===== src/rtl/alu_result_stage.sv =====
// alu_result_stage: registered output stage of the ALU datapath.
// Selects the ALU, shifter or HI/LO value by function code, owns the HI/LO
// registers and runs the fixed-length MULTU window during which busy is high.
// Optional feature macro: ALU_OVERLAP_ERR_EN adds a sticky overlapErr output
// that flags any op presented while the multiply window is open.
module alu_result_stage #(
  parameter int unsigned MUL_CYCLES = 32,
  parameter logic [5:0]  FC_ADD     = 6'b100000,
  parameter logic [5:0]  FC_SUB     = 6'b100010,
  parameter logic [5:0]  FC_AND     = 6'b100100,
  parameter logic [5:0]  FC_OR      = 6'b100101,
  parameter logic [5:0]  FC_SLT     = 6'b101010,
  parameter logic [5:0]  FC_SRL     = 6'b000010,
  parameter logic [5:0]  FC_MULTU   = 6'b011001,
  parameter logic [5:0]  FC_MFHI    = 6'b010000,
  parameter logic [5:0]  FC_MFLO    = 6'b010010
) (
  input  logic        clk,
  input  logic        reset,
  input  logic        valid,
  input  logic [5:0]  Signal,
  input  logic [31:0] aluOut,
  input  logic [31:0] shiftOut,
  input  logic [63:0] multProduct,
  output logic [31:0] dataOut,
  output logic        resultValid,
  output logic        busy
`ifdef ALU_OVERLAP_ERR_EN
  ,
  output logic        overlapErr
`endif
);

  typedef enum logic [0:0] {
    IDLE     = 1'b0,
    MUL_WAIT = 1'b1
  } state_t;

  // Last count value of the window; the HI/LO load happens on that cycle.
  localparam logic [5:0] LAST_CNT = 6'(MUL_CYCLES - 1);

  state_t      state_q;
  logic [5:0]  count_q;
  logic [31:0] hi_q;
  logic [31:0] lo_q;
  logic [31:0] data_q;
  logic        rv_q;
  logic        busy_q;

  logic        accept_s;
  logic        result_hit_s;
  logic        is_multu_s;
  logic [31:0] data_d;

  // Decode the function code of an accepted op into a result source.
  always_comb begin
    accept_s     = valid && (state_q == IDLE);
    result_hit_s = 1'b0;
    is_multu_s   = 1'b0;
    data_d       = data_q;
    case (Signal)
      FC_ADD, FC_SUB, FC_AND, FC_OR, FC_SLT: begin
        result_hit_s = 1'b1;
        data_d       = aluOut;
      end
      FC_SRL: begin
        result_hit_s = 1'b1;
        data_d       = shiftOut;
      end
      FC_MFHI: begin
        result_hit_s = 1'b1;
        data_d       = hi_q;
      end
      FC_MFLO: begin
        result_hit_s = 1'b1;
        data_d       = lo_q;
      end
      FC_MULTU: begin
        is_multu_s = 1'b1;
      end
      default: begin
        // Unknown code: nothing is produced, output holds.
        result_hit_s = 1'b0;
      end
    endcase
  end

  // Control FSM plus result, HI/LO and busy registers.
  always_ff @(posedge clk or negedge reset) begin
    if (!reset) begin
      state_q <= IDLE;
      count_q <= 6'd0;
      hi_q    <= 32'd0;
      lo_q    <= 32'd0;
      data_q  <= 32'd0;
      rv_q    <= 1'b0;
      busy_q  <= 1'b0;
    end else begin
      rv_q <= 1'b0;
      case (state_q)
        IDLE: begin
          if (accept_s && result_hit_s) begin
            data_q <= data_d;
            rv_q   <= 1'b1;
          end else if (accept_s && is_multu_s) begin
            state_q <= MUL_WAIT;
            count_q <= 6'd0;
            busy_q  <= 1'b1;
          end
        end
        MUL_WAIT: begin
          // Any op offered here is dropped; only the counter advances.
          if (count_q == LAST_CNT) begin
            hi_q    <= multProduct[63:32];
            lo_q    <= multProduct[31:0];
            count_q <= 6'd0;
            state_q <= IDLE;
            busy_q  <= 1'b0;
          end else begin
            count_q <= count_q + 6'd1;
          end
        end
        default: begin
          state_q <= IDLE;
          count_q <= 6'd0;
          busy_q  <= 1'b0;
        end
      endcase
    end
  end

  assign dataOut     = data_q;
  assign resultValid = rv_q;
  assign busy        = busy_q;

`ifdef ALU_OVERLAP_ERR_EN
  logic ovl_q;

  // Sticky flag: an op was offered while the multiply window was open.
  always_ff @(posedge clk or negedge reset) begin
    if (!reset) begin
      ovl_q <= 1'b0;
    end else if (valid && busy_q) begin
      ovl_q <= 1'b1;
    end
  end

  assign overlapErr = ovl_q;
`endif

endmodule


===== config.mk =====
export PLATFORM = sky130hd
export DESIGN_NAME = alu_result_stage
export DESIGN_NICKNAME = d
export VERILOG_FILES = /design/src/rtl/alu_result_stage.sv
export SDC_FILE = /design/constraint.sdc
export NUM_CORES = 1
export LEC_CHECK = 0
export BUFFER_PORTS_ARGS = -buffer_cell sky130_fd_sc_hd__buf_4
export CELL_PAD_IN_SITES_DETAIL_PLACEMENT = 0
export CELL_PAD_IN_SITES_GLOBAL_PLACEMENT = 1
export CORE_MARGIN = 3
export CORE_UTILIZATION = 40
export CTS_BUF_LIST = sky130_fd_sc_hd__clkbuf_2
export CTS_CLUSTER_SIZE = 12
export DETAILED_ROUTE_END_ITERATION = 7
export PLACE_DENSITY_LB_ADDON = 0.1
export SLEW_MARGIN = 20
export SYNTH_ARGS = -nofsm -noshare
export SYNTH_HDL_FRONTEND = slang
export SYNTH_SLANG_ARGS = --single-unit

===== constraint.sdc =====
create_clock -name clk -period 2.25 [get_ports clk]
set_input_delay 0.1125 -clock clk [delete_from_list [all_inputs] [get_ports clk]]
set_output_delay 0.1125 -clock clk [all_outputs]
set_load 0.03 [all_outputs]

==> flow_summary.toml, run 1 <==
[outcome]
status = "finished, final reports clean"

[sta]
slew_violations = 0
final-setup-viol-count = 0
hold_viol_final = 0
slew_headroom_pct = 32.94
max_freq_ghz = 0.4576
rsz0062_at_grt = "no"
setup_slack_ns = 0.06481
final.period_utilization_pct = 97.12
fin_hold_ws_ns = 0.09025
period_needed_ns = 2.185
worst_pin_slew_ns = 1.004
worst_clock_skew_ns = 0.01758
tns_ns = 0

[cts]
cts_buffer_depth = 2
cts_buffers = 9
cts_tree = "built"
clk_latency_ns = 0.59
cts_setup_buffers = 0
clkSinkCount = 105
clk_pin_slew_worst_paths_ns = 0.24
htree_levels = 3
clockRootBuffer = "clkbuf_2"

[synthesis]
synth_warnings = 0
synth_area_leaders = "dfrtp_1 52%, mux2_2 14%, nand3_1 9.7%"
synth_area_leader_cell = "dfrtp_1"
ys_seq_elements = 105
syn_avg_cell_area_um2 = 11.33
synth_common_cells = "105 x dfrtp_1, 98 x nand3_1, 62 x mux2_2"
synth_edf_count = 0
async_flop_share_pct = 100.0
yosysUniqueCellTypes = 37
synth_ff_type = "dfrtp_1"
syn_area_mm2 = 0.005074
synth_top_cell_area_share_pct = 51.79
yosysSeqAreaShare_pct = 51.79
syn_nets = 586
syn_inst = 448
synth_most_common_cell = "dfrtp_1"

[run]
maxCapViolCount = 0

[floorplan]
die_y_um = 118.6
dieArea_mm2 = 0.01407
core-area_mm2 = 0.01221
core.rowCount = 40
ios = 171
start_util_pct = 41.55
die_w_um = 118.6

[setup_path]
r2r_cells = 5
reg2reg_from = "count_q[0]"
cp-startpoint = "Signal[3]"
crit_fanout = 32
cp-start-kind = "input pin"
cp.arrival_ns = 2.70
ff2ff_setup_slack_ns = 0.13
cp-end-kind = "flop"
crit_type = "in -> reg"
rr_endpoint = "hi_q[20]"
required_ns = 2.76
crit_end = "dataOut[0]"

[power_and_ir_drop]
ir_worst_vdd_mv = 0.3605
power_mw = 3.743
power_density_mw_per_mm2 = 472.2
p_leak_nw = 3.536

[final_layout]
nets = 872
post_route_cells_drive_above_1_share_pct = 36.18
area_delta_synth_final_pct = 56.23
n_antenna_cell = 0
design_area_mm2 = 0.007926
n_fill_cell = 1001

[global_routing]
grt_pass1_vias = 5222
use_met3_pct = 5.981
antenna_found_initial = 0
grt_max_degree = 81
grt_util_met2_pct = 41.56
grt_pass1_wl_um = 26790
grtUsageTotal_pct = 23.96
grt_use_met1_pct = 29.61
grt_busiest_layer = "met2"
overflow = 0

[min_path]
hp-start = "valid"
hold_class = "in -> reg"

[route]
vias = 4751
drc = 0
wire_per_inst_um = 18.08
first_pass_iters = 4
drtIter0Drc = 280
ant_nets = 0
wirelength_um = 16380
vias_per_cell = 5.244

[placement]
place_congestion = 0.8517
dp_slack_ns = 0.1473
place.port_buffers = 170
dp_hpwl_um = 9589
placed_area_mm2 = 0.006511
[cells by family (layout without fill, tap and decap cells)]
logic type / after synthesis / count (layout) / share of synthesized area (%)
AO/OA/AOI/OAI: 50 / 50 / 5.426
AND/OR/NAND/NOR: 154 / 154 / 16.50
multiplexers: 96 / 96 / 21.31
XOR/XNOR: 1 / 1 / 0.1727
flip-flops: 105 / 105 / 51.79
buffers and inverters: 41 / 331 / 4.562
adder cells (fa/ha/maj): 1 / 1 / 0.2466
[state kept, by name, summed over array words and instances (netlist names)]
name / count
dataOut: 32
hi_q: 32
lo_q: 32
count_q: 6
busy: 1
resultValid: 1
state_q: 1
[metrics by stage]
| stage | util (%) | instances |
|---|---|---|
| 4_1_cts | 64.91 | 906 |
| 5_1_grt | 64.91 | 906 |
| 2_1_floorplan | - | 448 |
| 3_5_place_dp | 53.32 | 758 |
| 3_3_place_gp | 53.32 | 758 |
| 6_report | 64.91 | 906 |
[report_power, final]
part	switching [mW]	internal, mW	total (mW)
sequential	0.0635	2.01	2.07
combinational	0.416	0.513	0.928
clock	0.584	0.160	0.744
[per-layer routing]
layer  share of wire, %  wire (µm)
met2                 51       8317
met5                  0          0
met3                6.5       1064
met1                 41       6758
met4                1.5        240
[layout by cell type (no fill, tap or decap), drive strengths merged, types with 3 or more instances in the layout]
master and n:
dfrtp 105, nand2 5, dlygate4sd3 132, nand3 98, nor2b 3, inv 4
buf 180, nand4 33, mux2 96, o21ai 40, clkbuf 14, nor2 5
[worst min path at each step]
stage	endpoint	slack [ns]	cells after the start
2_1_floorplan	busy	-0.18	0
3_3_place_gp	dataOut[26]	0.05	1
3_5_place_dp	dataOut[26]	0.05	1
4_1_cts	resultValid	0.03	4
5_1_grt	resultValid	0.03	4
6_report	resultValid	0.09	4
[worst max-delay path, cell delays in order]
cell,delay [ns]
dlygate4sd3_1,0.54
buf_4,0.17
or4_4,0.67
o21ai_0,0.25
nand4_1,0.11
dlygate4sd3_1,0.57
mux2_2,0.26
[cell type report]
type | instances | area (µm²) | area share, %
flip-flops and latches | 105 | 2628 | 33.15
clock inverters | 1 | 3.754 | 0.04736
multi-input cells | 302 | 2265 | 28.57
repair buffers | 312 | 2735 | 34.51
clock buffers | 14 | 70.07 | 0.8840
well taps | 168 | 210.2 | 2.652
inverters | 4 | 15.01 | 0.1894
[timing repair]
item,in CTS,in global routing
hold buffers,133,0
endpoints found under the setup margin,0,1
hold endpoints to repair,202,0
gates resized for setup,0,1
Power figures use the tool's default switching activity.
==> run 2, diff against run 1 <==
--- a/config.mk
+++ b/config.mk
@@ -8,10 +8,9 @@
 export BUFFER_PORTS_ARGS = -buffer_cell sky130_fd_sc_hd__buf_4
 export CELL_PAD_IN_SITES_DETAIL_PLACEMENT = 0
 export CELL_PAD_IN_SITES_GLOBAL_PLACEMENT = 1
-export CORE_MARGIN = 3
 export CORE_UTILIZATION = 40
 export CTS_BUF_LIST = sky130_fd_sc_hd__clkbuf_2
-export CTS_CLUSTER_SIZE = 12
+export CTS_CLUSTER_SIZE = 40
 export DETAILED_ROUTE_END_ITERATION = 7
 export PLACE_DENSITY_LB_ADDON = 0.1
 export SLEW_MARGIN = 20
==> flow_summary.toml, run 2 (synthesis gave the netlist of run 1 again) <==
[outcome]
status = "finished, final reports clean"

[sta]
tns_ns = 0
setup_slack_ns = 0.01598
slew_headroom_pct = 34.85
worst_clock_skew_ns = 0.03876
final-setup-viol-count = 0
rsz0062_at_grt = "no"
final.period_utilization_pct = 99.29
slew_violations = 0
worst_pin_slew_ns = 0.9752
max_freq_ghz = 0.4476
period_needed_ns = 2.234
hold_viol_final = 0

[power_and_ir_drop]
p_leak_nw = 3.536
netSwitchingFraction_pct = 28.12
p_comb_share_pct = 24.0
seq_power_share_pct = 53.7
p_int_mw = 2.774
ir_worst_vdd_mv = 0.4434
power_mw = 3.859
p_sw_mw = 1.085
pwr-share-clk_pct = 22.3
power_density_mw_per_mm2 = 485.1

[setup_path]
crit_slowest_cell = "or4_4"
path_cells = "dlygate4sd3_1 > buf_4 > or4_4 > o21ai_1 > nand4_1 > dlygate4sd3_1 > mux2_2"
cp-startpoint = "Signal[3]"
r2r_cells = 5
crit_type = "in -> reg"
max_stage_delay_ns = 0.68
crit_family = "buffers and inverters"
crit_fanout = 32
required_ns = 2.72
crit_buf_inv = 3
cp-start-kind = "input pin"
cp.arrival_ns = 2.71
cp-end-kind = "flop"
ff2ff_setup_slack_ns = 0.18
reg2reg_from = "count_q[0]"
worst_path_most_repeated_cell = "dlygate4sd3_1"
rr_endpoint = "hi_q[0]"

[route]
drc = 0
vias = 4756
drtIter0Drc = 187
ant_nets = 0
wire_per_inst_um = 17.67
wirelength_um = 16030
first_pass_iters = 5
vias_per_cell = 5.244

[final_layout]
design_area_mm2 = 0.007955
fin_util_pct = 65.14
area_delta_synth_final_pct = 56.79
n_antenna_cell = 0
most-common-layout-cells = "177 x buf_4, 132 x dlygate4sd3_1, 105 x dfrtp_1"
layout_commonest_cell = "buf_4"
post_route_cells_drive_above_1_share_pct = 36.27
multi_input_area_mm2 = 0.002265
n_fill_cell = 1028
nets = 873
regArea_mm2 = 0.002628

[floorplan]
core-area_mm2 = 0.01221
die_y_um = 114.6
start_util_pct = 41.55
die_w_um = 114.6
dieArea_mm2 = 0.01314
core.rowCount = 40
ios = 171

[cts]
clk_pin_slew_worst_paths_ns = 0.26
clockRootBuffer = "clkbuf_2"
htree_levels = 3
cts_buffers = 9
cts_buffer_depth = 2
clkSinkCount = 105
clk_latency_ns = 0.57
cts_setup_buffers = 0
cts_tree = "built"
post_cts_resized = 0

[min_path]
hold_class = "in -> reg"
hp-start = "valid"
worst_hold_path.num_cells = 4
min_to = "resultValid"

[placement]
place.port_buffers = 170
placed_area_mm2 = 0.006506
dp_hpwl_um = 9581
dp_slack_ns = 0.2481
place_congestion = 0.7546

[global_routing]
antenna_found_initial = 0
grt_use_met1_pct = 30.99
grt_max_degree = 65
use_met3_pct = 5.506
overflow = 0
grt_pass1_wl_um = 25850
grt_pass1_vias = 5174
grtUsageTotal_pct = 25.76
grt_util_met2_pct = 46.30
grt_busiest_layer = "met2"

[run]
maxCapViolCount = 0
## run 2: cell types whose count changed in the layout (fill, tap and decap cells not counted)
cell,change
buf_12,-1
buf_4,+2
bufinv_16,+1
clkbuf_2,-4
clkinv_4,+1
clkinvlp_4,+2
o21ai_0,+1
o21ai_1,-1
## run 2: per-layer routing
metal	vias to the layer above	share of wire (%)
met2	160	52
met1	2350	41
met4	0	1.6
li1	2227	-
met5	-	0
met3	19	5.5
## run 2: worst register-to-register path, delay by kind of cell (launching register included)
kind | cells | cell delay [ns]
adder cells (fa/ha/maj) | 1 | 0.20
buffers and inverters | 1 | 0.26
flip-flops | 1 | 0.45
multiplexers | 1 | 0.34
AND/OR/NAND/NOR | 2 | 0.70
## run 2: metrics by stage
stage / hold WS [ns] / std cells
after floorplan: -0.1831 / 448
after global placement: 0.1022 / 759
after detailed placement: 0.1073 / 759
after CTS: 0.05212 / 907
after global routing: 0.03284 / 907
final: 0.1169 / 907
## run 2: power by group through the flow
| stage | Combinational (mW) | Sequential, mW | Clock [mW] |
|---|---|---|---|
| after floorplan | 0.211 | 2.20 | 0 |
| after global placement | 0.710 | 2.10 | 0 |
| after detailed placement | 0.722 | 2.11 | 0 |
| after CTS | 0.923 | 2.07 | 0.899 |
| after global routing | 0.989 | 2.09 | 0.978 |
| final | 0.925 | 2.07 | 0.862 |
## run 2: final cells by class
cell class / instances / share of cell area, %
repair buffers: 313 / 34.32
flip-flops and latches: 105 / 33.03
multi-input cells: 302 / 28.47
well taps: 168 / 2.642
clock inverters: 5 / 0.7235
clock buffers: 10 / 0.6291
inverters: 4 / 0.1887
## run 2: worst max path at each step
stage	end	slack [ns]	cells after the start
CTS	dataOut[7]	0.14	7
detailed placement	hi_q[0]	0.25	5
global placement	hi_q[21]	0.32	5
global route	dataOut[0]	0.04	7
floorplan	hi_q[0]	0.48	6
finish	dataOut[7]	0.02	7
## run 2: repair_timing
item,CTS,global route
hold buffers,133,0
setup endpoints to repair,0,0
endpoints found under the hold margin,202,0
==> run 3, diff against run 2 <==
==> constraint.sdc (replaced) <==
create_clock -name clk -period 2.25 [get_ports clk]
set_input_delay 0.45 -clock clk [delete_from_list [all_inputs] [get_ports clk]]
set_output_delay 0.45 -clock clk [all_outputs]
set_load 0.03 [all_outputs]
==> flow_summary.toml, run 3 (synthesis gave the netlist of run 1 again) <==
[route]
vias_per_cell = 5.361
vias = 4487
wire_per_inst_um = 17.81
wirelength_um = 14910
drtIter0Drc = 250
ant_nets = 0
drc = 0
first_pass_iters = 4

[outcome]
status = "finished, final reports clean"

[placement]
place.port_buffers = 170
dp.cells = 760
dp_hpwl_um = 9313
place_congestion = 0.7758
dp_slack_ns = 0.2289

[cts]
clk_latency_ns = 0.60
clkSinkCount = 105
cts_setup_buffers = 0
cts_buffers = 9
cts_buffer_depth = 2
htree_levels = 3
cts.hold.buffers_added = 28
clockRootBuffer = "clkbuf_2"
post_cts_resized = 0
clk_pin_slew_worst_paths_ns = 0.24
cts_tree = "built"

[setup_path]
crit_end = "hi_q[14]"
ff2ff_setup_slack_ns = 0.23
crit_type = "reg -> reg"
cp-end-kind = "flop"
rr_endpoint = "hi_q[14]"
cp-startpoint = "count_q[0]"
required_ns = 2.76
crit_fanout = 31
crit_slowest_cell = "or3_2"
r2r_cells = 5
max_stage_delay_ns = 0.57
cp.arrival_ns = 2.53
path_cells = "ha_1 > nand3_1 > or3_2 > buf_12 > mux2_1"
cp-start-kind = "flop"
reg2reg_from = "count_q[0]"

[floorplan]
core.rowCount = 40
die_y_um = 114.6
dieArea_mm2 = 0.01314
core-area_mm2 = 0.01221
die_w_um = 114.6
start_util_pct = 41.55
ios = 171

[sta]
slew_violations = 0
slew_headroom_pct = 35.71
max_freq_ghz = 0.4950
worst_pin_slew_ns = 0.9623
setup_slack_ns = 0.2298
rsz0062_at_grt = "no"
worst_clock_skew_ns = 0.007876
final-setup-viol-count = 0
tns_ns = 0
period_needed_ns = 2.020
hold_viol_final = 0
final.period_utilization_pct = 89.79

[final_layout]
post_route_cells_drive_above_1_share_pct = 40.06
final_cells = 837
most-common-layout-cells = "174 x buf_4, 105 x dfrtp_1, 98 x nand3_1"
nets = 803
n_fill_cell = 1137
n_antenna_cell = 0
layout_commonest_cell = "buf_4"
area_delta_synth_final_pct = 43.06

[power_and_ir_drop]
power_density_mw_per_mm2 = 500.7
p_leak_nw = 3.257
ir_worst_vdd_mv = 0.3335

[global_routing]
overflow = 0
grt_max_degree = 65
grt_pass1_wl_um = 23070
antenna_found_initial = 0
grtUsageTotal_pct = 23.19
grt_pass1_vias = 4555

[min_path]
hold_class = "in -> reg"

[run]
maxCapViolCount = 0
run 3: changes by cell type in the layout (fill, tap and decap cells not counted):
cell           delta
buf_12            +3
buf_4             -3
bufinv_16         -1
clkbuf_2          +4
clkinv_4          -1
clkinvlp_4        -2
dlygate4sd3_1    -70
run 3: final cells by class:
type	instances	area [µm²]	share of cell area (%)
Clock buffer	14	70.07	0.9654
Tap cell	168	210.2	2.896
Clock inverter	1	3.754	0.05172
Multi-Input combinational cell	302	2265	31.20
Timing Repair Buffer	243	2067	28.48
Inverter	4	15.01	0.2069
Sequential cell	105	2628	36.20
run 3: worst min path at each step:
| stage | start | end | slack (ns) | depth (start not counted) |
|---|---|---|---|---|
| after floorplan | reset | busy | 0.15 | 0 |
| after global placement | reset | dataOut[26] | 0.43 | 1 |
| final | multProduct[9] | lo_q[9] | 0.06 | 2 |
| after CTS | multProduct[39] | hi_q[7] | 0.0006 | 2 |
| after detailed placement | reset | dataOut[26] | 0.43 | 1 |
| after global routing | multProduct[9] | lo_q[9] | 0.0007 | 2 |
run 3: per-layer routing:
| metal | vias to the layer above | routed length (µm) | global-route usage, % |
|---|---|---|---|
| met1 | 2240 | 6383 | 27.89 |
| met3 | 10 | 865 | 6.458 |
| met4 | 0 | 166 | 6.667 |
| met5 | - | 0 | 0 |
| met2 | 151 | 7493 | 40.48 |
| li1 | 2086 | - | - |
run 3: power by group:
group	internal (mW)	switching, mW
sequential	2.01	0.0640
combinational	0.427	0.388
clock	0.160	0.588
total	2.59	1.04
run 3: critical path, delay by kind of cell (launching register included):
family | cells | cell delay [ns]
adder cells (fa/ha/maj) | 1 | 0.20
buffers and inverters | 1 | 0.21
flip-flops | 1 | 0.44
multiplexers | 1 | 0.33
AND/OR/NAND/NOR | 2 | 0.74
run 3: stage by stage:
step                hold WS (ns)  area (µm²)  total power, mW  util [%]
floorplan                 0.1544        5074            2.416         -
global placement          0.4316        6564            2.820     53.75
detailed placement        0.4335        6564            2.837     53.75
CTS                    0.0006088        6918            3.629     56.65
global route           0.0007455        7258            3.814     59.44
finish                   0.06399        7258            3.634     59.44
